===== config.mk =====
export PLATFORM = sky130hd
export DESIGN_NAME = pong_frame_sequencer
export DESIGN_NICKNAME = d
export VERILOG_FILES = /design/src/rtl/pong_pkg.sv /design/src/rtl/pong_frame_timer.sv /design/src/rtl/pong_frame_sequencer.sv
export SDC_FILE = /design/constraint.sdc
export NUM_CORES = 1
export LEC_CHECK = 0
export ABC_AREA = 1
export ABC_CLOCK_PERIOD_IN_PS = 3900
export CORE_ASPECT_RATIO = 0.6
export CORE_MARGIN = 5
export CORE_UTILIZATION = 58
export DETAILED_ROUTE_END_ITERATION = 8
export GPL_TIMING_DRIVEN = 0
export PLACE_DENSITY = 0.9
export SETUP_SLACK_MARGIN = 0.02
export SYNTH_ARGS = -nofsm -noshare
export SYNTH_HDL_FRONTEND = slang
export SYNTH_SLANG_ARGS = --single-unit

===== constraint.sdc =====
create_clock -name clk -period 3.9 [get_ports clk]
set_input_delay 0.585 -clock clk [delete_from_list [all_inputs] [get_ports clk]]
set_output_delay 0.585 -clock clk [all_outputs]
set_load 0.02 [all_outputs]

===== src/rtl/pong_pkg.sv =====
// pong_pkg: shared types and constants for the PingPong frame sequencer.
//   state_t         : sequencer FSM encoding (OVER is IDLE plus gameOver)
//   CTRL_UP/DOWN    : bit positions inside one 2-bit paddle command
//   POINT_LEFT/RIGHT: bit positions inside pointEvent / winner
//   sat_inc8        : saturating 8-bit increment used for the scores
package pong_pkg;

  typedef enum logic [2:0] {
    IDLE  = 3'd0,
    SERVE = 3'd1,
    PLAY  = 3'd2,
    FETCH = 3'd3,
    WAIT  = 3'd4,
    STEP  = 3'd5,
    CHECK = 3'd6,
    POINT = 3'd7
  } state_t;

  localparam int CTRL_UP     = 0;
  localparam int CTRL_DOWN   = 1;

  localparam int POINT_RIGHT = 0;
  localparam int POINT_LEFT  = 1;

  function automatic logic [7:0] sat_inc8(input logic [7:0] v);
    return (v == 8'hFF) ? v : v + 8'd1;
  endfunction

endpackage


===== src/rtl/pong_frame_timer.sv =====
// pong_frame_timer: free-running frame divider.
//   clk, rst      : clock, asynchronous active-high reset
//   frame_tick_o  : high for one cycle when the counter reaches FRAME_DIV-1
// The counter runs in every FSM state; the first tick after reset release
// arrives FRAME_DIV-1 edges later.
module pong_frame_timer #(
  parameter logic [15:0] FRAME_DIV = 16'd833
) (
  input  logic clk,
  input  logic rst,
  output logic frame_tick_o
);

  logic [15:0] count_q, count_d;

  assign frame_tick_o = (count_q == FRAME_DIV - 16'd1);

  always_comb begin
    count_d = frame_tick_o ? 16'd0 : count_q + 16'd1;
  end

  always_ff @(posedge clk or posedge rst) begin
    if (rst) count_q <= 16'd0;
    else     count_q <= count_d;
  end

endmodule


===== src/rtl/pong_frame_sequencer.sv =====
// pong_frame_sequencer: frame-rate controller for the PingPong compute block.
//   clk, rst        : clock, asynchronous active-high reset
//   start           : begins a match from IDLE / OVER (ignored elsewhere)
//   rdData          : DPRAM read data, valid one cycle after rdEn
//   pointEvent      : compute point flags, valid one cycle after computeEn
//   rdEn, rdAddr    : DPRAM read strobe and (constant) address
//   computeEn       : one-cycle compute step enable
//   computeRst      : holds compute at defaults in IDLE / SERVE
//   left/rightPaddleCmd : latched controller bits {down,up}
//   left/rightScore : match score
//   gameOver, winner: match result ({left,right}; both set on a tie)
//   state           : FSM state for debug
// Handshake: rdEn is a single-cycle strobe with fixed one-cycle read
// latency; computeEn is a single-cycle strobe with fixed one-cycle result
// latency. There is no back-pressure on either side.
module pong_frame_sequencer
  import pong_pkg::*;
#(
  parameter logic [15:0]       FRAME_DIV    = 16'd833,
  parameter logic [7:0]        SERVE_FRAMES = 8'd60,
  parameter logic [7:0]        WIN_SCORE    = 8'd11,
  parameter int                ADDR_W       = 8,
  parameter logic [ADDR_W-1:0] BASE_ADDRESS = '0
) (
  input  logic              clk,
  input  logic              rst,
  input  logic              start,
  input  logic [7:0]        rdData,
  input  logic [1:0]        pointEvent,
  output logic              rdEn,
  output logic [ADDR_W-1:0] rdAddr,
  output logic              computeEn,
  output logic              computeRst,
  output logic [1:0]        leftPaddleCmd,
  output logic [1:0]        rightPaddleCmd,
  output logic [7:0]        leftScore,
  output logic [7:0]        rightScore,
  output logic              gameOver,
  output logic [1:0]        winner,
  output logic [2:0]        state
);

  logic   frame_tick;
  state_t state_q, state_d;

  logic [7:0] serve_cnt_q, serve_cnt_d;
  logic       rd_en_q, rd_en_d;
  logic       compute_en_q, compute_en_d;
  logic       compute_rst_q, compute_rst_d;
  logic [1:0] left_cmd_q, left_cmd_d;
  logic [1:0] right_cmd_q, right_cmd_d;
  logic [7:0] left_score_q, left_score_d;
  logic [7:0] right_score_q, right_score_d;
  logic       game_over_q, game_over_d;
  logic [1:0] winner_q, winner_d;

  logic serve_done;
  logic left_won, right_won;

  // Upper data bits carry nothing for this block.
  logic unused_rd_bits;
  assign unused_rd_bits = ^rdData[7:4];

  pong_frame_timer #(
    .FRAME_DIV(FRAME_DIV)
  ) u_timer (
    .clk         (clk),
    .rst         (rst),
    .frame_tick_o(frame_tick)
  );

  assign serve_done = frame_tick && (serve_cnt_q == SERVE_FRAMES - 8'd1);
  assign left_won   = (left_score_q  == WIN_SCORE);
  assign right_won  = (right_score_q == WIN_SCORE);

  // State register
  always_ff @(posedge clk or posedge rst) begin
    if (rst) state_q <= IDLE;
    else     state_q <= state_d;
  end

  // Next-state logic. Ticks outside PLAY/SERVE are simply dropped.
  always_comb begin
    state_d = state_q;
    case (state_q)
      IDLE:    if (start)      state_d = SERVE;
      SERVE:   if (serve_done) state_d = PLAY;
      PLAY:    if (frame_tick) state_d = FETCH;
      FETCH:   state_d = WAIT;
      WAIT:    state_d = STEP;
      STEP:    state_d = CHECK;
      CHECK:   state_d = (pointEvent != 2'b00) ? POINT : PLAY;
      POINT:   state_d = (left_won || right_won) ? IDLE : SERVE;
      default: state_d = IDLE;
    endcase
  end

  // Output / datapath next values. Strobes are decoded from state_d so the
  // registered outputs line up with the state they belong to.
  always_comb begin
    rd_en_d       = (state_d == FETCH);
    compute_en_d  = (state_d == STEP);
    compute_rst_d = (state_d == IDLE) || (state_d == SERVE);

    serve_cnt_d   = serve_cnt_q;
    left_cmd_d    = left_cmd_q;
    right_cmd_d   = right_cmd_q;
    left_score_d  = left_score_q;
    right_score_d = right_score_q;
    game_over_d   = game_over_q;
    winner_d      = winner_q;

    if (state_q == SERVE && frame_tick) begin
      serve_cnt_d = serve_done ? 8'd0 : serve_cnt_q + 8'd1;
    end

    case (state_q)
      IDLE: begin
        if (start) begin
          left_score_d  = 8'd0;
          right_score_d = 8'd0;
          game_over_d   = 1'b0;
          winner_d      = 2'b00;
        end
      end
      WAIT: begin
        left_cmd_d  = {rdData[CTRL_DOWN],     rdData[CTRL_UP]};
        right_cmd_d = {rdData[2 + CTRL_DOWN], rdData[2 + CTRL_UP]};
      end
      CHECK: begin
        if (pointEvent[POINT_LEFT])  left_score_d  = sat_inc8(left_score_q);
        if (pointEvent[POINT_RIGHT]) right_score_d = sat_inc8(right_score_q);
      end
      POINT: begin
        if (left_won || right_won) begin
          game_over_d           = 1'b1;
          winner_d[POINT_LEFT]  = left_won;
          winner_d[POINT_RIGHT] = right_won;
        end
      end
      default: ;
    endcase
  end

  always_ff @(posedge clk or posedge rst) begin
    if (rst) begin
      serve_cnt_q   <= 8'd0;
      rd_en_q       <= 1'b0;
      compute_en_q  <= 1'b0;
      compute_rst_q <= 1'b1;
      left_cmd_q    <= 2'b00;
      right_cmd_q   <= 2'b00;
      left_score_q  <= 8'd0;
      right_score_q <= 8'd0;
      game_over_q   <= 1'b0;
      winner_q      <= 2'b00;
    end else begin
      serve_cnt_q   <= serve_cnt_d;
      rd_en_q       <= rd_en_d;
      compute_en_q  <= compute_en_d;
      compute_rst_q <= compute_rst_d;
      left_cmd_q    <= left_cmd_d;
      right_cmd_q   <= right_cmd_d;
      left_score_q  <= left_score_d;
      right_score_q <= right_score_d;
      game_over_q   <= game_over_d;
      winner_q      <= winner_d;
    end
  end

  assign rdAddr         = BASE_ADDRESS;
  assign rdEn           = rd_en_q;
  assign computeEn      = compute_en_q;
  assign computeRst     = compute_rst_q;
  assign leftPaddleCmd  = left_cmd_q;
  assign rightPaddleCmd = right_cmd_q;
  assign leftScore      = left_score_q;
  assign rightScore     = right_score_q;
  assign gameOver       = game_over_q;
  assign winner         = winner_q;
  assign state          = state_q;

endmodule

# After elaboration in Yosys (flattened, before gate mapping)
# Cells that the tools add are included.
# op_classes
add_sub_neg,4
n_eq_ne,22
n_mux,21
reduce_logical,12
# ops
operator,n
two-way mux 8 bit,6
one-hot mux 8 bit (2 select lines),2
"adder 8 x 1 -> 8 bit, second input constant",3
one-hot mux 3 bit (8 select lines),1
"adder 16 x 1 -> 16 bit, second input constant",1
"== test 16 x 10 -> 1 bit, second input constant",1
"== test 8 x 4 -> 1 bit, second input constant",2
"== test 8 bit, second input constant",2
two-way mux 16 bit,1
"== test 3 bit, second input constant",5
two-way mux 3 bit,4
"inequality test 2 bit, second input constant",6
"== test 3 x 2 -> 1 bit, second input constant",3
"== test 8 x 6 -> 1 bit, second input constant",1
AND reduction 4 bit,2
"== test 3 x 1 -> 1 bit, second input constant",2
logical NOT 3 bit,2
nonzero test 2 bit,3
two-way mux 2 bit,2
one-hot mux 2 bit (2 select lines),1
two-way mux 1 bit,3
AND reduction 3 bit,1
logical AND 1 bit,2
logical OR 1 bit,2
one-hot mux 1 bit (2 select lines),1
# word_totals
regBits,53
wordCells,71

# Longest topological paths before layout
# Gate-level depths: netlist (run 1).
# logic_depth
ltp_word,6
depth_mapped,11
depth_no_buf,11

# Cells and area by module
# From an unflattened synthesis (run 1), not the netlist that was laid out.
# hier_totals
hier_cells,444
area_unflattened_um2,3213.1
# modules_own_cells
mod,area_each_um2,seq_area_each_um2,cells_per_inst,n_inst
pong_frame_sequencer,2290.9,927.1,318,1
pong_frame_timer,922.1,400.4,126,1

# Worst setup path before layout (run 1)
# OpenSTA, ideal clock, no wires.
# synth_path
path_kind,register to register
startpoint,"register left_score_q[0], in the netlist leftScore[0]"
endpoint,"register left_score_q[3], in the netlist leftScore[3]"
path_stages_with_launch,11
t_arrival_ps,1489
path_buffers,1
synth_period_minus_slack_ps,1554
slack_ps,2346
cell_sequence,dfrtp_1 -> ha_1 -> nand2_2 -> nor2_4 -> nand2_2 -> o21ai_2 -> nand2_2 -> nand2_4 -> buf_12 -> nand2_1 -> nand2_1
# synth_via
elab_chain_cells,4
# synth_rtl
element,line,rtl
from (decl),pong_frame_sequencer.sv:52,"logic [7:0] left_score_q, left_score_d;"
from (signal assigned),pong_frame_sequencer.sv:164,left_score_q <= left_score_d;
adder 8 x 1 -> 8 bit,pong_pkg.sv:26,return (v == 8'hFF) ? v : v + 8'd1;
two-way mux 8 bit,pong_pkg.sv:26,
two-way mux 8 bit,pong_frame_sequencer.sv:131,if (pointEvent[POINT_LEFT]) left_score_d = sat_inc8(left_score_q);
one-hot mux 8 bit (2 select lines),pong_frame_sequencer.sv:117,case (state_q)
# Parallel ways exist; a longest one is shown, timed or not. The select of a mux whose other input is x is not followed.
# A chain may end at the register's enable or synchronous reset.

# Worst setup path after layout (run 1)
# layout_path
startpoint,"register right_score_q[5], in the netlist rightScore[5]"
endpoint,output rightScore[5]
# layout_lines
element,line,rtl
from (decl),pong_frame_sequencer.sv:53,"logic [7:0] right_score_q, right_score_d;"
from (signal assigned),pong_frame_sequencer.sv:165,right_score_q <= right_score_d;
to (decl),pong_frame_sequencer.sv:37,"output logic [7:0] rightScore,"
# No word-level cell between the ends.

==> results.sh, run 1 <==
export IMPL_gpl_final_weighted_congestion=0.9108
export IMPL_synth_xor_area_share_pct=5.116
export IMPL_numCtsBuffers=5
export IMPL_seq_power_share_pct=44.6
export IMPL_wl_per_cell_microns=12.63
export IMPL_grt_usage_pct=20.26
export IMPL_fmax_mhz=487.1
export IMPL_post_route_period_util_pct=52.64
export IMPL_slowest_delay_ns=0.67
export IMPL_cp_arrival_ns=1.47
export IMPL_viasPerCell=5.132
export IMPL_critical_path_class="flip-flop to output port"
export IMPL_internal_power_mw=0.9366
export IMPL_synth_warnings=0
export IMPL_drt_wl_total_microns=6594
export IMPL_dp_hpwl_microns=5132
export IMPL_synth_compound_area_share_pct=4.669
export IMPL_drc=0
export IMPL_critPathTopFamily="buffers and inverters"
export IMPL_grt_pass1_wl_microns=11480
export IMPL_grt_pass1_vias=2535
export IMPL_ir_drop_mv=0.3591
export IMPL_r2r_start="u_timer.count_q[0]$_DFF_PP0_"
export IMPL_power_frac_comb_pct=34.9
export IMPL_worstSetupStartpoint="rightScore[5]$_DFFE_PP0P_"
export IMPL_timing_final_ws_setup_ns=1.847
export IMPL_grt_overflow_total=0
export IMPL_start_util_pct=60.37
export IMPL_hp_start="u_timer.count_q[15]$_DFF_PP0_"
export IMPL_numClockSinks=53
export IMPL_postCtsSetupRepairBufs=0
export IMPL_p_per_area_nw_per_um2=403.7
export IMPL_min_path_type="flip-flop to flip-flop"
export IMPL_ios=50
export IMPL_swShare_pct=36.65
export IMPL_drtIter0Drc=176
export IMPL_synthMuxAreaShare_pct=0
export IMPL_syn_inst=403
export IMPL_antenna_found_initial=0
export IMPL_die_width_microns=104.1
export IMPL_setup_viol=0
export IMPL_rows=20
export IMPL_placed_cells=514
export IMPL_ys_types=34
export IMPL_tns_ns=0
export IMPL_cp_num_buf_inv=1
export IMPL_cap_viol_max_count=0
export IMPL_clockBufferDepth=2
export IMPL_leakagePower_nw=1.854
export IMPL_status="finished, final reports clean"
export IMPL_syn_area_per_cell_sq_um=7.647
export IMPL_drive_above_1_share_pct=11.84
export IMPL_tightest_slew_ns=0.5171
export IMPL_synth_seq_area_share_pct=43.08
export IMPL_netlist_area_sq_um=3082
export IMPL_synth_fa_ha_area_share_pct=2.030
export IMPL_p_sw_mw=0.5419
export IMPL_finalMaxSlewViolations=0
export IMPL_crit_path_top_delay_cell="clkdlybuf4s50_1"
export IMPL_nets=473
export IMPL_synth_top_family_by_area="simple AND/OR/NAND/NOR gates"
export IMPL_pwr_share_clk_pct=20.4
export IMPL_core_sq_um=5105
export IMPL_hold_ws_ns=0.4755
export IMPL_path_cells="clkdlybuf4s50_1"
export IMPL_cts_hold_buffers=0
export IMPL_dieArea_sq_um=6919
export IMPL_rsz0062_at_grt="no"
export IMPL_dpl_cell_area_sq_um=3581
export IMPL_hold_viol=0
export IMPL_fin_crit_ns=2.053
export IMPL_vias=2679
export IMPL_clk_latency_ns=0.30
export IMPL_final_area_sq_um=3662
export IMPL_post_place_ws_ns=2.081
export IMPL_grt_max_degree=45
export IMPL_cts_tree="yes"
export IMPL_end_kind="output port"
export IMPL_path_clk_slew_ns=0.09
export IMPL_cts_root_buf="clkbuf_8"
export IMPL_slew_headroom_pct=65.53
export IMPL_final_cells=522
export IMPL_synth_simple_area_share_pct=35.49
export IMPL_diodes=0
export IMPL_postRouteAntennaNets=0
export IMPL_ys_ff_latch=53
export IMPL_htree_levels=2
export IMPL_final_util_pct=71.74
export IMPL_critPathRequiredTime_ns=3.31
export IMPL_die_height_microns=66.46
export IMPL_syn2layout_area_growth_pct=18.84
export IMPL_cts_resized=0
export IMPL_clock_skew_ns=0.01361
export IMPL_startpoint_type="flip-flop"
export IMPL_crit_fanout=8
export IMPL_port_buffers=37
export IMPL_p_total_mw=1.478
export IMPL_firstDrtPassIters=5
worst reg2reg max path, cell delays in order, from the launching register on:
cell,delay [ns]
dfrtp_1,0.41
ha_1,0.23
nand2_1,0.09
nor2_1,0.28
nand2_1,0.16
nor2_1,0.19
nand3_1,0.11
xor2_1,0.15
final timing paths:
kind,cells after the start,endpoint,slack (ns)
max in group asynchronous,3,computeRst$_DFF_PP1_,2.83
max reg2reg,7,u_timer.count_q[14]$_DFF_PP0_,2.17
min in group asynchronous,2,leftScore[1]$_DFFE_PP0P_,0.52
max,1,rightScore[5],1.85
min,1,u_timer.count_q[15]$_DFF_PP0_,0.48
min reg2reg,1,u_timer.count_q[15]$_DFF_PP0_,0.48
state kept, by name (all words and copies together) (netlist names):
register and flops:
winner 2, gameOver 1, serve_cnt_q 8, rightPaddleCmd 2, state 3, leftScore 8, u_timer.count_q 16, computeEn 1
rightScore 8, leftPaddleCmd 2, computeRst 1, rdEn 1
cell families (layout without fill, tap and decap cells):
family                   Yosys count  in the layout
AND/OR/NAND/NOR                  239            239
XOR/XNOR                          18             18
adder cells (fa/ha/maj)            5              5
flip-flops                        53             53
buffers and inverters             65            111
other                              1              8
AO/OA/AOI/OAI                     22             22
cell type report:
class / instances / area [sq um]
Buffer: 11 / 88.84
Clock buffer: 7 / 76.32
Clock inverter: 1 / 5.005
Fill cell: 396 / 1443
Inverter: 54 / 203.9
Multi-Input combinational cell: 292 / 1488
Sequential cell: 53 / 1328
Tap cell: 66 / 82.58
Timing Repair Buffer: 38 / 390.4
cells in the final DEF (no fill, tap or decap), types with 2 or more instances in the layout:
cell | netlist | final
nand3_2 | 3 | 3
inv_2 | 6 | 7
conb_1 | 1 | 8
inv_1 | 47 | 46
dfrtp_1 | 52 | 52
nor3_1 | 10 | 10
nor2_2 | 3 | 3
a21oi_1 | 2 | 2
nand2_2 | 7 | 7
clkinv_2 | 1 | 2
clkbuf_1 | 1 | 3
nor2_1 | 49 | 49
buf_4 | 8 | 8
xnor2_1 | 2 | 2
o21ai_2 | 7 | 7
nand4_1 | 7 | 7
ha_1 | 5 | 5
clkdlybuf4s50_1 | 0 | 37
nand3_1 | 37 | 37
buf_12 | 1 | 2
nor2_4 | 2 | 2
nor3b_1 | 4 | 4
xor2_1 | 16 | 16
nor3_2 | 2 | 2
clkbuf_8 | 0 | 5
or2_2 | 2 | 2
nand2_4 | 2 | 2
o21bai_1 | 2 | 2
nand2_1 | 107 | 107
o21ai_0 | 7 | 7
o21ai_1 | 3 | 3
nand3b_1 | 3 | 3
layer usage:
metal	global-route usage, %	share of wire, %
met1	28.78	48
met2	30.63	43
met4	5.493	0.64
met5	0	0
met3	5.518	8.2
power groups by stage:
| stage | sequential, mW | combinational [mW] | clock (mW) |
|---|---|---|---|
| 6_report | 0.660 | 0.516 | 0.302 |
| 5_1_grt | 0.669 | 0.562 | 0.337 |
| 4_1_cts | 0.661 | 0.519 | 0.307 |
| 3_5_place_dp | 0.670 | 0.518 | 0 |
| 3_3_place_gp | 0.668 | 0.504 | 0 |
| 2_1_floorplan | 0.728 | 0.273 | 0 |
cell usage after synthesis:
cell | n | area [sq um]
nand2_1 | 107 | 401.6
dfrtp_1 | 52 | 1301
nor2_1 | 49 | 183.9
inv_1 | 47 | 176.4
nand3_1 | 37 | 185.2
xor2_1 | 16 | 140.1
nor3_1 | 10 | 50.05
buf_4 | 8 | 60.06
nand2_2 | 7 | 43.79
nand4_1 | 7 | 43.79
o21ai_0 | 7 | 35.03
o21ai_2 | 7 | 61.31
inv_2 | 6 | 22.52
ha_1 | 5 | 62.56
nor3b_1 | 4 | 30.03
nand3_2 | 3 | 30.03
nand3b_1 | 3 | 22.52
nor2_2 | 3 | 18.77
o21ai_1 | 3 | 15.01
a21oi_1 | 2 | 10.01
nand2_4 | 2 | 22.52
nor2_4 | 2 | 22.52
nor3_2 | 2 | 20.02
o21bai_1 | 2 | 15.01
or2_2 | 2 | 12.51
xnor2_1 | 2 | 17.52
and3_1 | 1 | 6.260
buf_12 | 1 | 20.02
buf_2 | 1 | 5.000
clkbuf_1 | 1 | 3.750
clkinv_2 | 1 | 5.000
conb_1 | 1 | 3.750
dfstp_2 | 1 | 26.28
o31ai_1 | 1 | 7.510
No activity file was read; power rests on OpenSTA's default activity.
==> inputs of run 2 (changes only) <==
--- a/config.mk
+++ b/config.mk
@@ -6,13 +6,13 @@
 export NUM_CORES = 1
 export LEC_CHECK = 0
 export ABC_AREA = 1
-export ABC_CLOCK_PERIOD_IN_PS = 3900
+export ABC_CLOCK_PERIOD_IN_PS = 2200
 export CORE_ASPECT_RATIO = 0.6
 export CORE_MARGIN = 5
-export CORE_UTILIZATION = 58
+export CORE_UTILIZATION = 54
 export DETAILED_ROUTE_END_ITERATION = 8
 export GPL_TIMING_DRIVEN = 0
-export PLACE_DENSITY = 0.9
+export PLACE_DENSITY = 0.85
 export SETUP_SLACK_MARGIN = 0.02
 export SYNTH_ARGS = -nofsm -noshare
 export SYNTH_HDL_FRONTEND = slang
==> constraint.sdc (replaced) <==
create_clock -name clk -period 2.2 [get_ports clk]
set_input_delay 0.33 -clock clk [delete_from_list [all_inputs] [get_ports clk]]
set_output_delay 0.33 -clock clk [all_outputs]
set_load 0.02 [all_outputs]
==> results.sh, run 2 (synthesized netlist as in run 1, its figures left out) <==
export IMPL_firstDrtPassIters=4
export IMPL_internal_power_mw=1.888
export IMPL_crit_fanout=6
export IMPL_hold_ws_ns=0.2615
export IMPL_fmax_mhz=550.2
export IMPL_drtIter0Drc=172
export IMPL_critPathRequiredTime_ns=1.87
export IMPL_cts_root_buf="clkbuf_8"
export IMPL_postRouteAntennaNets=0
export IMPL_cp_arrival_ns=1.49
export IMPL_cap_viol_max_count=0
export IMPL_dp_hpwl_microns=5194
export IMPL_ios=50
export IMPL_setup_viol=0
export IMPL_grt_pass1_vias=2478
export IMPL_tightest_slew_ns=0.5057
export IMPL_slew_headroom_pct=66.28
export IMPL_clockBufferDepth=2
export IMPL_core_sq_um=5544
export IMPL_grt_overflow_total=0
export IMPL_nets=473
export IMPL_drc=0
export IMPL_grt_pass1_wl_microns=11590
export IMPL_path_clk_slew_ns=0.10
export IMPL_gpl_final_weighted_congestion=0.9148
export IMPL_rr_worst_depth=7
export IMPL_drt_wl_total_microns=6821
export IMPL_wl_per_cell_microns=12.73
export IMPL_htree_levels=2
export IMPL_drive_above_1_share_pct=12.28
export IMPL_leakagePower_nw=1.880
export IMPL_hold_viol=0
export IMPL_min_path_type="primary input to async pin"
export IMPL_syn2layout_area_growth_pct=21.11
export IMPL_clk_latency_ns=0.31
export IMPL_end_kind="output port"
export IMPL_clock_skew_ns=0.006123
export IMPL_diodes=0
export IMPL_port_buffers=37
export IMPL_finalMaxSlewViolations=0
export IMPL_dieArea_sq_um=7367
export IMPL_antenna_found_initial=0
export IMPL_die_height_microns=68.52
export IMPL_final_cells=536
export IMPL_dpl_cell_area_sq_um=3598
export IMPL_grt_max_degree=44
export IMPL_cp_depth=1
export IMPL_p_per_area_nw_per_um2=773.3
export IMPL_viasPerCell=5.056
export IMPL_path_cells="clkdlybuf4s50_1"
export IMPL_startpoint_type="flip-flop"
export IMPL_ir_drop_mv=0.6384
export IMPL_pwr_share_clk_pct=27.3
export IMPL_cts_tree="yes"
export IMPL_final_cell_mix="107 x nand2_1, 52 x dfrtp_1, 49 x nor2_1"
export IMPL_slowest_delay_ns=0.67
export IMPL_layout_commonest_cell="nand2_1"
export IMPL_critPathTopFamily="buffers and inverters"
export IMPL_placed_cells=528
export IMPL_grt_usage_pct=19.91
export IMPL_rows=21
export IMPL_critical_path_class="flip-flop to output port"
export IMPL_tns_ns=0
export IMPL_power_frac_comb_pct=32.2
export IMPL_swShare_pct=34.57
export IMPL_fin_crit_ns=1.817
export IMPL_status="finished, final reports clean"
export IMPL_cts_resized=0
export IMPL_nFillCells=441
export IMPL_largest_register="u_timer.count_q"
export IMPL_numClockSinks=53
export IMPL_crit_path_top_delay_cell="clkdlybuf4s50_1"
export IMPL_seq_power_share_pct=40.5
export IMPL_postCtsSetupRepairBufs=0
export IMPL_vias=2710
export IMPL_die_width_microns=107.5
export IMPL_cp_num_buf_inv=1
export IMPL_post_route_period_util_pct=82.61
export IMPL_largest_reg_flops=16
export IMPL_numCtsBuffers=5
export IMPL_final_area_sq_um=3732
export IMPL_cts_hold_buffers=0
export IMPL_p_sw_mw=0.9977
export IMPL_rsz0062_at_grt="no"
export IMPL_start_util_pct=55.59
==> run 2: cell count changes in the layout (fill, tap and decap cells not counted), sizes merged <==
cell    change
bufinv      +2
clkbuf      -2
==> run 2: power by group through the flow <==
stage / sequential [mW] / clock, mW / combinational, mW
2_1_floorplan: 1.29 / 0 / 0.485
3_3_place_gp: 1.19 / 0 / 0.902
3_5_place_dp: 1.19 / 0 / 0.924
4_1_cts: 1.17 / 0.797 / 0.933
5_1_grt: 1.18 / 0.836 / 1.01
6_report: 1.17 / 0.788 / 0.928
==> run 2: worst paths after layout <==
path                                          startpoint                       endpoint  slack, ns
max                                   state[1]$_DFF_PP0_                       state[1]       0.38
min                                                  rst       leftScore[2]$_DFFE_PP0P_       0.26
max reg2reg                 u_timer.count_q[0]$_DFF_PP0_  u_timer.count_q[14]$_DFF_PP0_       0.49
min reg2reg                u_timer.count_q[13]$_DFF_PP0_  u_timer.count_q[13]$_DFF_PP0_       0.47
max in group asynchronous                            rst           computeRst$_DFF_PP1_       1.38
min in group clk           u_timer.count_q[13]$_DFF_PP0_  u_timer.count_q[13]$_DFF_PP0_       0.47
==> run 2: worst register-to-register path, delay by kind of cell (launching register included) <==
family        cells  cell delay, ns
simple gates      5            0.81
flops             1            0.40
fa+ha+maj         1            0.23
xor+xnor          1            0.16
==> run 2: metrics by stage <==
stage	total power [mW]	worst slack, ns	utilization [%]
3_3_place_gp	2.087	-0.4117	64.55
2_1_floorplan	1.776	0.5854	-
3_5_place_dp	2.110	0.5217	64.91
6_report	2.886	0.3826	67.32
5_1_grt	3.030	0.2607	67.32
4_1_cts	2.898	0.3852	67.32
==> run 2: cell type report <==
type / instances / area [sq um] / share of cell area, %
buffer: 11 / 88.84 / 2.380
timing repair buffer: 38 / 390.4 / 10.46
clock buffer: 5 / 68.82 / 1.844
multi-input combinational: 292 / 1488 / 39.86
inverter: 54 / 203.9 / 5.464
clock inverter: 3 / 65.06 / 1.743
sequential: 53 / 1328 / 35.57
tap: 80 / 100.1 / 2.682
==> run 2: routing by layer <==
layer	share of wire, %	GRT usage, %
met1	49	28.87
met2	43	30.50
met3	7.7	5.116
met4	0.16	3.937
met5	0	0
==> variant (config.mk and constraints of run 2) <==
`FRAME_DIV` is set to 16'd833 in 2 places; all go to 16'd512.
--- a/src/rtl/pong_frame_timer.sv
+++ b/src/rtl/pong_frame_timer.sv
@@ -5,5 +5,5 @@
 // arrives FRAME_DIV-1 edges later.
 module pong_frame_timer #(
-  parameter logic [15:0] FRAME_DIV = 16'd833
+  parameter logic [15:0] FRAME_DIV = 16'd512
 ) (
   input  logic clk,
--- a/src/rtl/pong_frame_sequencer.sv
+++ b/src/rtl/pong_frame_sequencer.sv
@@ -17,5 +17,5 @@
   import pong_pkg::*;
 #(
-  parameter logic [15:0]       FRAME_DIV    = 16'd833,
+  parameter logic [15:0]       FRAME_DIV    = 16'd512,
   parameter logic [7:0]        SERVE_FRAMES = 8'd60,
   parameter logic [7:0]        WIN_SCORE    = 8'd11,
Formal check against the unedited RTL: no difference found for any inputs over 10 cycles, from zero or initial values and one cycle with rst high; that may be too few to reach the edited logic, so the function may still have changed.
==> variant against run 2 <==
Power fell by 5.6%. Setup slack better by 0.023 ns. Synthesized cell count shrank 5.2%. Largest cell class unchanged. Clock power fell by 17%. Maximum frequency rose by 1.3%. Final area is 4.0% lower. Wire length shrank 5.5%. Sequential cell count stayed put. Area after synthesis is 3.5% lower. Count of clock-buffer cells in the layout grew 1.
==> variant: results (changes against run 2) <==
metric;value;unit;change
synthXorXnorAreaFrac;5.30;%;+0.19 points
grtUsageTotal;18.9;%;-1.0 points
clock_skew;0.00382;ns;-0.00231 ns
grt_max_degree;36;;-18%
synth_common_cells;nand2_1 (110), dfrtp_1 (52), nor2_1 (51);;
yosys.area_share.adder;1.68;%;-0.35 points
synth_compound_area_share;4.88;%;+0.21 points
outcome;finished clean;;
reg2reg_depth;8;;+1
p_leak;1.86;nW;-1.1%
ir_worst_vdd;0.513;mV;-20%
drive_gt1_share;11.7;%;-0.56 points
numPortBuffers;37;;unchanged
drt-initial-drc-count;175;;+1.7%
grt_pass1_vias;2369;;-4.4%
path_max_fanout;7;;+1
cp.arrival;1.46;ns;-0.03 ns
met1_usage;25.9;%;-3.0 points
gp_congestion;0.941;;+2.8%
ys_types;34;;unchanged
synth_top_area_share;43.8;%;+1.5 points
use_met2;30.5;%;about the same
dp_hpwl;4830;um;-7.0%
fillers;418;;-5.2%
vias;2594;;-4.3%
drt_wl_total;6450;um;-5.5%
synth_seq_area_share;44.7;%;+1.6 points
async_reset_ff_share;100;%;unchanged
dr.pass1.iters;5;;+1
variant: changes by cell type in the layout (fill, tap and decap cells not counted), moves of 3 or more:
cell	change
o21ai_1	+3
nand2_2	-3
nand2_1	+3
nand4_1	-3
nand3_1	-3
nor3_1	-4
inv_1	-9
variant: path summary, 6_finish.rpt:
kind / from / to / slack (ns)
worst min-delay path: rst / rightPaddleCmd[0] / 0.34
worst min register to register: u_timer.count_q[0] / u_timer.count_q[0] / 0.47
min in group clk: u_timer.count_q[0] / u_timer.count_q[0] / 0.47
worst max register to register: rightScore[0] / rightScore[2] / 0.42
worst max-delay path: state[2] / state[2] / 0.41
max in group asynchronous: rst / serve_cnt_q[0] / 1.35
variant: final cells by class:
| type | count | area [um^2] | share of cell area (%) |
|---|---|---|---|
| plain buffers | 11 | 88.8 | 2.48 |
| clock buffers | 6 | 72.6 | 2.03 |
| clock inverters | 2 | 38.8 | 1.08 |
| inverters | 44 | 168 | 4.68 |
| multi-input cells | 281 | 1420 | 39.5 |
| flip-flops and latches | 53 | 1330 | 37.0 |
| well taps | 66 | 82.6 | 2.30 |
| repair buffers | 38 | 390 | 10.9 |
variant: power by group:
group | internal (W) | switching (W) | total (W)
Clock | 0.000342 | 0.000315 | 0.000656
Sequential | 0.00107 | 0.0000886 | 0.00116
Combinational | 0.000352 | 0.000553 | 0.000905
variant: metrics by stage:
stage                     hold slack (ns)  area [um^2]  worst slack, ns  cells  setup TNS [ns]
after detailed placement            0.457         3470            0.462    493               0
after floorplan                     0.431         3000            0.585    389               0
after global placement              0.449         3450           -0.428    492          -22.05
final                               0.335         3580            0.406    501               0
after global routing                0.371         3580            0.250    501               0
after CTS                           0.345         3580            0.391    501               0
variant: metal layers:
layer  vias up  wire length [um]
met5         -                 0
met3        14               483
met1      1189              3060
met4         0                90
li1       1285                 -
met2       106              2810
